File: src/rtl/concat_select_pipe.sv
`default_nettype none
// ============================================================================
// Module      : concat_select_pipe
// Description : Two-stage select-and-concatenate datapath with valid/ready
//               handshake on both sides and a per-transaction sequence tag.
//               Stage 1 captures the selected channel (a), its neighbour (b),
//               the condition (a != 0) and the tag. Stage 2 builds the body
//               (extended a, or OR_CONST | b), truncates it to BODY_W bits and
//               prefixes the constant header into the output register.
// Ports       :
//   clk        in   clock, all state on rising edge
//   rst_n      in   synchronous active-low reset
//   in_valid   in   producer has data
//   in_ready   out  block accepts this cycle (combinational on out_ready)
//   in_data    in   CH channels, channel c at [c*W +: W]
//   sel_ch     in   operand channel select, wraps modulo CH
//   out_valid  out  result available
//   out_ready  in   consumer accepts
//   out_data   out  {header, body}
//   out_tag    out  sequence number of this result
// Revision    : 1.0  initial release
// ============================================================================
module concat_select_pipe #(
    parameter int CH          = 4,
    parameter int W           = 13,
    parameter int HDR_W       = 10,
    parameter     HDR         = 10'h001,
    parameter int W_OUT       = 24,
    parameter     OR_CONST    = 22'hd,
    parameter int SIGNED_MODE = 1,
    parameter int TAG_W       = 8,
    localparam int SEL_W      = $clog2(CH)
) (
    input  logic                clk,
    input  logic                rst_n,
    input  logic                in_valid,
    output logic                in_ready,
    input  logic [CH*W-1:0]     in_data,
    input  logic [SEL_W-1:0]    sel_ch,
    output logic                out_valid,
    input  logic                out_ready,
    output logic [W_OUT-1:0]    out_data,
    output logic [TAG_W-1:0]    out_tag
);

    localparam int BODY_W = W_OUT - HDR_W;
    // Common width for both branches so the true operand can be extended
    // before truncation even when W exceeds BODY_W.
    localparam int EXT_W  = (W > BODY_W) ? W : BODY_W;

    localparam logic [HDR_W-1:0]  C_HDR = HDR_W'(HDR);
    localparam logic [BODY_W-1:0] C_OR  = BODY_W'(OR_CONST);

    // ------------------------------------------------------------------
    // Channel unpacking and operand selection
    // ------------------------------------------------------------------
    logic [W-1:0] w_ch [CH];

    for (genvar c = 0; c < CH; c++) begin : g_unpack
        assign w_ch[c] = in_data[c*W +: W];
    end

    logic [SEL_W-1:0] w_idx_a;
    logic [SEL_W-1:0] w_idx_b;
    logic [W-1:0]     w_a;
    logic [W-1:0]     w_b;

    // Modulo keeps out-of-range selects legal when CH is not a power of two.
    always_comb begin
        w_idx_a = SEL_W'(32'(sel_ch) % 32'(CH));
        w_idx_b = SEL_W'((32'(w_idx_a) + 32'd1) % 32'(CH));
        w_a     = w_ch[w_idx_a];
        w_b     = w_ch[w_idx_b];
    end

    // ------------------------------------------------------------------
    // Handshake
    // ------------------------------------------------------------------
    logic s1_valid_q, s1_valid_d;
    logic out_valid_q, out_valid_d;

    logic w_s2_load_en;
    logic w_in_fire;

    assign w_s2_load_en = !out_valid_q || out_ready;
    assign in_ready     = !s1_valid_q || w_s2_load_en;
    assign w_in_fire    = in_valid && in_ready;

    // ------------------------------------------------------------------
    // State
    // ------------------------------------------------------------------
    logic [W-1:0]     s1_a_q,    s1_a_d;
    logic [W-1:0]     s1_b_q,    s1_b_d;
    logic             s1_cond_q, s1_cond_d;
    logic [TAG_W-1:0] s1_tag_q,  s1_tag_d;
    logic [TAG_W-1:0] tag_cnt_q, tag_cnt_d;
    logic [W_OUT-1:0] out_data_q, out_data_d;
    logic [TAG_W-1:0] out_tag_q,  out_tag_d;

    // ------------------------------------------------------------------
    // Stage 2 body computation from the s1 registers
    // ------------------------------------------------------------------
    logic [EXT_W-1:0]  w_true;
    logic [EXT_W-1:0]  w_false;
    logic [BODY_W-1:0] w_body;

    always_comb begin
        if (SIGNED_MODE != 0) begin
            w_true = EXT_W'($signed(s1_a_q));
        end else begin
            w_true = EXT_W'(s1_a_q);
        end
        w_false = EXT_W'(s1_b_q) | EXT_W'(C_OR);
        // Truncation to the body field is intentionally silent.
        w_body  = s1_cond_q ? w_true[BODY_W-1:0] : w_false[BODY_W-1:0];
    end

    // ------------------------------------------------------------------
    // Next-state logic
    // ------------------------------------------------------------------
    always_comb begin
        s1_valid_d  = s1_valid_q;
        s1_a_d      = s1_a_q;
        s1_b_d      = s1_b_q;
        s1_cond_d   = s1_cond_q;
        s1_tag_d    = s1_tag_q;
        tag_cnt_d   = tag_cnt_q;
        out_valid_d = out_valid_q;
        out_data_d  = out_data_q;
        out_tag_d   = out_tag_q;

        // Stage 1: a new capture wins over draining, which covers the
        // simultaneous advance-and-refill case without a bubble.
        if (w_in_fire) begin
            s1_valid_d = 1'b1;
            s1_a_d     = w_a;
            s1_b_d     = w_b;
            s1_cond_d  = (w_a != '0);
            s1_tag_d   = tag_cnt_q;
            tag_cnt_d  = tag_cnt_q + TAG_W'(1);
        end else if (s1_valid_q && w_s2_load_en) begin
            s1_valid_d = 1'b0;
        end

        // Stage 2: the output register only changes when it is empty or
        // being drained, so data and tag hold during a stall.
        if (w_s2_load_en) begin
            out_valid_d = s1_valid_q;
            if (s1_valid_q) begin
                out_data_d = {C_HDR, w_body};
                out_tag_d  = s1_tag_q;
            end
        end
    end

    always_ff @(posedge clk) begin
        if (!rst_n) begin
            s1_valid_q  <= 1'b0;
            s1_a_q      <= '0;
            s1_b_q      <= '0;
            s1_cond_q   <= 1'b0;
            s1_tag_q    <= '0;
            tag_cnt_q   <= '0;
            out_valid_q <= 1'b0;
            out_data_q  <= '0;
            out_tag_q   <= '0;
        end else begin
            s1_valid_q  <= s1_valid_d;
            s1_a_q      <= s1_a_d;
            s1_b_q      <= s1_b_d;
            s1_cond_q   <= s1_cond_d;
            s1_tag_q    <= s1_tag_d;
            tag_cnt_q   <= tag_cnt_d;
            out_valid_q <= out_valid_d;
            out_data_q  <= out_data_d;
            out_tag_q   <= out_tag_d;
        end
    end

    assign out_valid = out_valid_q;
    assign out_data  = out_data_q;
    assign out_tag   = out_tag_q;

endmodule
`default_nettype wire

File: config.mk
export PLATFORM = sky130hd
export DESIGN_NAME = concat_select_pipe
export DESIGN_NICKNAME = d
export VERILOG_FILES = /design/src/rtl/concat_select_pipe.sv
export SDC_FILE = /design/constraint.sdc
export NUM_CORES = 1
export LEC_CHECK = 0
export ABC_AREA = 1
export CORE_MARGIN = 10
export CORE_UTILIZATION = 35
export DETAILED_ROUTE_END_ITERATION = 8
export PLACE_DENSITY = 0.65
export SYNTH_ARGS = -nofsm -noshare
export SYNTH_HDL_FRONTEND = slang
export SYNTH_SLANG_ARGS = --single-unit
File: constraint.sdc
create_clock -name clk -period 1.54 [get_ports clk]
set_clock_uncertainty 0.05 [all_clocks]
set_input_delay 0.308 -clock clk [delete_from_list [all_inputs] [get_ports clk]]
set_output_delay 0.308 -clock clk [all_outputs]
set_load 0.03 [all_outputs]
## Word-level counts from Yosys, hierarchy flattened

Index checks and enable logic that the tools add are counted.

| storage, ports and cells | value |
|---|---|
| bits in registers | 68 |
| input bits | 58 |
| output and inout bits | 34 |
| logic and storage cells | 33 |

| operators by class | value |
|---|---|
| add/sub/neg operators | 2 |
| order comparisons | 2 |
| muxes and demuxes | 9 |
| bitwise logic cells | 2 |
| reductions and logical operators | 9 |

Operators with widths:

| cell | number |
|---|---|
| binary-select mux 13 bit (select 2 bit) | 2 |
| two-way mux 13 bit | 4 |
| two-way mux 14 bit | 1 |
| nonzero test 13 bit | 1 |
| adder 8 x 1 -> 8 bit (second input constant) | 1 |
| greater-or-equal comparator 3 bit (second input constant) | 2 |
| NOT 2 -> 3 bit | 2 |
| adder 2 x 1 -> 2 bit (second input constant) | 1 |
| logical AND 1 bit | 2 |
| logical NOT 1 bit | 2 |
| logical OR 1 bit | 2 |
| two-way mux 1 bit | 2 |
| AND reduction 2 bit | 1 |
| nonzero test 2 bit | 1 |

## Logic depth before layout (Yosys ltp)

| logic depth | value |
|---|---|
| depth in word-level cells | 5 |
| depth in mapped cells | 10 |
| depth with buffers taken out | 9 |

## Worst setup path before layout

No wires, ideal clock.

| path | value |
|---|---|
| path type | reg-to-reg |
| start | register out_valid_q (netlist: out_valid) |
| end | register s1_b_q[10] |
| setup time | 0.134 ns |
| arrival | 1.365 ns |
| data required time | 1.356 ns |
| setup slack | -0.008 ns |
| cell stages (with the launch flop) | 7 |
| buffers on the path | 1 |
| clock period less this slack | 1.548 ns |
| path through | dfxtp_1 -> nand3_2 -> nand2_4 -> inv_2 -> buf_2 -> o21ai_0 -> a31oi_1 |

| on the way | value |
|---|---|
| word-level cells in the longest chain between the ends | 4 |

Ends and longest elaborated chain:

| element | RTL line | source |
|---|---|---|
| start: declaration | 80 | `logic out_valid_q, out_valid_d;` |
| start signal: assignment | 174 | `out_valid_q <= out_valid_d;` |
| logical NOT 1 bit | 85 | `assign w_s2_load_en = !out_valid_q \|\| out_ready;` |
| logical OR 1 bit | 85 |  |
| logical OR 1 bit | 86 | `assign in_ready = !s1_valid_q \|\| w_s2_load_en;` |
| net in_ready | 37 | `output logic in_ready,` |
| logical AND 1 bit | 87 | `assign w_in_fire = in_valid && in_ready;` |
| end signal: assignment | 160 | `s1_b_q <= '0;` |
| end signal: assignment | 170 | `s1_b_q <= s1_b_d;` |
| end: declaration | 93 | `logic [W-1:0] s1_b_q, s1_b_d;` |

The timed path passes the listed nets, and every way through them passes these cells.
A chain may end at the register's enable or synchronous reset.

## Final worst setup path

| path | value |
|---|---|
| start | register out_data_q[9] (netlist: out_data[9]) |
| end | output port out_data[9] |

RTL lines:

| element | RTL line | source |
|---|---|---|
| start: declaration | 97 | `logic [W_OUT-1:0] out_data_q, out_data_d;` |
| start signal: assignment | 175 | `out_data_q <= out_data_d;` |
| end: declaration | 42 | `output logic [W_OUT-1:0] out_data,` |

No word-level cell between the ends.

==> impl_metrics.ini <==
[clock_tree]
postCtsSetupRepairBufs = 0
root_buffer = clkbuf_8
cts-htree-levels = 3
clock_tree.buffer_depth = 2
cts-hold-fix-buffers = 0
cts_tree = built
clock_insertion_delay_worst_skew_ns = 0.33
cts.reportedPaths.clkPinSlew_ns = 0.07
numClockSinks = 65
total_cts_buffers = 9

[grt]
global_route_wire_length_before_repair_um = 14900
total_track_usage_pct = 13.5
first_global_vias = 3171
antenna_found_initial = 0
maximum_number_of_pins_on_one_net_before_global_route_repair = 35
global_route.overflow_total = 0

[timing]
timing.fmax_mhz = 685
rsz_0062_raised_after_global_routing = false
final.min_clock_period_ns = 1.46
finalSetupTns_ns = 0
final.period_utilization_pct = 94.8
final-setup-viol-count = 0
report.final.slew_viol_count = 0
finalHoldViolations = 0

[drt]
drt_pass1_iterations = 5
num_vias = 3343
totalWireLength_um = 9080
ant_nets = 0
routedWlPerCell_um = 13.7
detail_route.iter0.violations = 232
route.detailed.drc = 0
route.detailed.vias_per_inst = 5.03

[pwr]
power_per_cell_area_nw_per_um2 = 964
p_leak_nw = 1.97
p_total_mw = 4.34
vdd_ir_drop_max_mv = 0.500

[die]
die_height_um = 115
initial_utilization_pct = 36.2
fp-row-count = 34
ios = 92
core_area_um2 = 8810
dieWidth_um = 115
dieArea_um2 = 13300

[setup_path]
worst_path_dominant_cell_family = buffers and inverters
crit_required_ns = 1.18
regToRegEndpoint = s1_cond_q
timing.reg2reg.worst_path_depth = 7
cell_chain_of_the_critical_path = dlygate4sd2_1
crit_path_start_kind = register
ff2ff_setup_slack_ns = 0.18
critical_path.n_buffers_inverters = 1
critPathMaxStageDelay_ns = 0.42
critical_path_arrival_ns = 1.10
worst_setup_path_end_kind = primary output
crit_path_end = out_data[9]
critPathKind = reg -> out
timing.critical_path.fanout_max = 2
critical_path.reg2reg.startpoint = out_valid
cp_num_cells = 1
crit_path_start = out_data[9]
cp_slowest_cell = dlygate4sd2_1

[logic_synthesis]
synth.mux.area_fraction_pct = 0
yosys_warnings = 0
netlist.area_leader.share_pct = 40.8
async_flop_share_pct = 0
synth_area_leaders = dfxtp_1 41%, nand2_1 14%, o21ai_0 7.7%
yosys.area_share.adder_pct = 0.392
yosysMostFrequentCell = nand2_1
syn_inst = 448
largest_family_of_logic_cells_by_synthesized_area = simple AND/OR/NAND/NOR gates
post-synth-top-area-cell = dfxtp_1
yosys.area_share.simple_pct = 23.7
post_synth_xor_area_fraction_pct = 0.549
ys_seq_area_share_pct = 40.8
yosys_register_bits = 65
ys.flop_type = dfxtp_1
count_of_flip_flops_with_a_built_in_enable_after_synthesis = 0
syn-cell-area_um2 = 3190
synth_compound_area_share_pct = 23.3
synth_cell_type_count = 29
postSynthAreaPerCell_um2 = 7.12
synth.cells.most_frequent = 118 x nand2_1, 65 x dfxtp_1, 49 x o21ai_0, 30 x a21oi_1, 30 x nor2_1

[finish]
final_cell_area_um2 = 4500
area_growth_syn_to_layout_pct = 41.2
diodes = 0
final_layout_size_suffix_gt1_share_pct = 11.9
nNetsFinal = 610
final_core_utilization_pct = 51.1

[place]
final_weighted_congestion_in_routability_driven_placement = 0.808
numPortBuffers = 82
placement.cell_area_um2 = 4310
detailed_place_hpwl_um = 7110

[hold_path]
min-delay-path-class = reg -> reg

[run]
max_cap_violations = 0

[run_status]
result_of_the_run = completed
==> repair_timing <==
| item | in CTS | in global routing |
|---|---|---|
| hold endpoints to repair | 0 | 0 |
| pin swaps | 0 | 0 |
| gates resized for setup | 27 | 1 |
| endpoints found under the setup margin | 26 | 2 |
==> metrics by stage <==
step,hold slack (ns),setup WS (ns),std cells
6_report,0.417,0.0808,664
5_1_grt,0.435,0.0195,664
4_1_cts,0.421,0.0214,665
3_5_place_dp,0.411,-0.381,649
3_3_place_gp,0.400,-0.372,649
2_1_floorplan,0.380,0.0880,456
==> how the worst min path moves through the flow <==
| stage | start | end | slack (ns) | depth (start not counted) |
|---|---|---|---|---|
| after detailed placement | tag_cnt_q[6] | tag_cnt_q[6] | 0.41 | 2 |
| after floorplan | s1_tag_q[2] | out_tag[2] | 0.38 | 2 |
| after global routing | s1_b_q[6] | out_data[6] | 0.44 | 2 |
| after global placement | out_data[14] | out_data[14] | 0.40 | 2 |
| final | s1_b_q[6] | out_data[6] | 0.42 | 2 |
| after CTS | s1_b_q[6] | out_data[6] | 0.42 | 2 |
==> flip-flops by register name, indices dropped and copies added, names as in the netlist <==
register	flops
out_data	15
s1_a_q	13
s1_b_q	10
out_tag	8
s1_tag_q	8
tag_cnt_q	8
out_valid	1
s1_cond_q	1
s1_valid_q	1
==> area by class of cell <==
| class | instances | area, µm² |
|---|---|---|
| sequential | 65 | 1300 |
| timing repair buffer | 123 | 1180 |
| tap | 108 | 135 |
| multi-input combinational | 326 | 1570 |
| fill | 872 | 4300 |
| clock inverter | 5 | 78.8 |
| inverter | 26 | 97.6 |
| clock buffer | 11 | 141 |
==> cells in the final DEF (no fill, tap or decap), drive strengths merged <==
master / synthesis / routed
nand2: 119 / 119
dfxtp: 65 / 65
o21ai: 57 / 57
clkdlybuf4s50: 0 / 56
buf: 26 / 42
nor2: 30 / 30
a21oi: 30 / 30
nand3: 27 / 27
dlygate4sd2: 0 / 25
inv: 24 / 24
a31oi: 20 / 20
clkbuf: 13 / 11
a22o: 10 / 10
a22oi: 10 / 10
conb: 1 / 9
nor3: 6 / 6
clkinv: 2 / 5
nand4: 2 / 2
xor2: 2 / 2
bufinv: 0 / 2
nor3b: 1 / 1
o211ai: 1 / 1
a211oi: 1 / 1
ha: 1 / 1
==> kinds of logic after synthesis <==
| logic type | Yosys count |
|---|---|
| simple gates | 185 |
| compound gates | 129 |
| buf+inv | 65 |
| flops | 65 |
| xor+xnor | 2 |
| fa+ha+maj | 1 |
| other cells | 1 |
==> power by group <==
group / leakage [nW] / switching [mW] / internal, mW
clock: 0.113 / 0.625 / 0.953
combinational: 1.32 / 0.491 / 0.416
sequential: 0.537 / 0.0609 / 1.80
total: 1.97 / 1.18 / 3.16
==> layer usage <==
metal / vias to the layer above / part of all wire (%) / wire [µm] / GRT usage (%)
met5: - / 0 / 0 / 0
met4: 0 / 1.3 / 122 / 4.65
met3: 13 / 10 / 905 / 4.96
met2: 152 / 41 / 3760 / 19.1
met1: 1470 / 47 / 4290 / 18.4
li1: 1708 / - / - / -
Power figures use the tool's default switching activity.
==> variant, RTL diff (same settings) <==
The parameter `TAG_W` goes from 8 to 7.
--- a/src/rtl/concat_select_pipe.sv
+++ b/src/rtl/concat_select_pipe.sv
@@ -29,5 +29,5 @@
     parameter     OR_CONST    = 22'hd,
     parameter int SIGNED_MODE = 1,
-    parameter int TAG_W       = 8,
+    parameter int TAG_W       = 7,
     localparam int SEL_W      = $clog2(CH)
 ) (
Interface: changed (resized out_tag); port bits go from 92 to 91. The function was not compared with the original's and may differ.
==> variant against the unedited design <==
Wire length shrank 4.8%. Total power rose by 0.82%. Count of clock-buffer cells in the layout shrank 2. Worst setup slack worse by 0.023 ns. Design area fell by 2.8%. Sequential cell count shrank 3. Non-clock buffer count decreased by 1. Synthesized area shrank 4.0%. Via count fell by 7.4%. First-iteration DRC count down 27%. Largest cell class unchanged.
==> variant: results (changes against the unedited design) <==
INFO  metric min_delay_path_depth = 5 (+3)
INFO  metric p_leak = 1.95 nW (-1.1%)
INFO  metric drtIter0Drc = 169 (-27%)
INFO  metric synth-compound-area-share = 0.228 (-0.00491)
INFO  metric fin_nets = 591 (-3.1%)
INFO  metric detailed_place_hpwl = 6.70 mm (-5.7%)
INFO  metric worst-r2r-cell-count = 6 (-1)
INFO  metric place_area = 4130 um2 (-4.2%)
INFO  metric timing.reg2reg.setup_slack = 0.24 ns (+0.06 ns)
INFO  metric final_layout_size_suffix_gt1_frac = 0.127 (+0.00792)
INFO  metric port-buffer-count = 81 (-1.2%)
INFO  metric internal_power = 3.20 mW (+1.1%)
INFO  metric crit_arrival = 1.12 ns (+0.02 ns)
INFO  metric synthTopCellsByArea = dfxtp_1 41%, nand2_1 14%, o21ai_0 8.3%
INFO  metric ys_top_cells_by_count = 118 x nand2_1, 62 x dfxtp_1, 51 x o21ai_0
INFO  metric first_global_vias = 3007 (-5.2%)
INFO  metric post_cts.repair.setup_buffers = 1 (+1)
INFO  metric worst_setup_startpoint = out_valid$_SDFFE_PN0P_
INFO  metric seq_cell_power = 1.77 mW (-5%)
INFO  metric worstHoldStart = out_ready
INFO  metric gp_congestion = 0.801 (-0.87%)
INFO  metric number_of_gates_resized_after_cts = 25 (-7.4%)
INFO  metric critical_path.endpoint = out_valid
INFO  metric critical-path-slowest-cell = clkdlybuf4s15_1
INFO  metric grt_max_degree = 42 (+20%)
INFO  metric critical_path.reg2reg.endpoint = s1_a_q[11]$_SDFFE_PN0P_
INFO  metric worstReg2RegStart = s1_valid_q$_SDFFE_PN0P_
INFO  metric outcome = completed
-- variant: cell count changes after synthesis, sizes merged, moves of 3 or more --
cell | unedited run | this run
o21ai | 57 | 52
dfxtp | 65 | 62
inv | 24 | 19
nor2 | 30 | 37
a21oi | 30 | 26
nor3 | 6 | 3
-- variant: metal layers --
| layer | vias up | part of all wire | global-route usage |
|---|---|---|---|
| met2 | 99 | 0.41 | 0.187 |
| met1 | 1344 | 0.49 | 0.177 |
| met3 | 7 | 0.085 | 0.0525 |
| li1 | 1644 | - | - |
| met4 | 0 | 0.012 | 0.0482 |
| met5 | - | 0 | 0 |
-- variant: area by class of cell --
cell class / count / area [um2] / share of cell area
tap: 108 / 135 / 0.0309
clock inverter: 7 / 123 / 0.0280
clock buffer: 9 / 124 / 0.0283
timing repair buffer: 122 / 1160 / 0.266
sequential: 62 / 1240 / 0.284
multi-input combinational: 317 / 1520 / 0.346
inverter: 20 / 75.1 / 0.0172
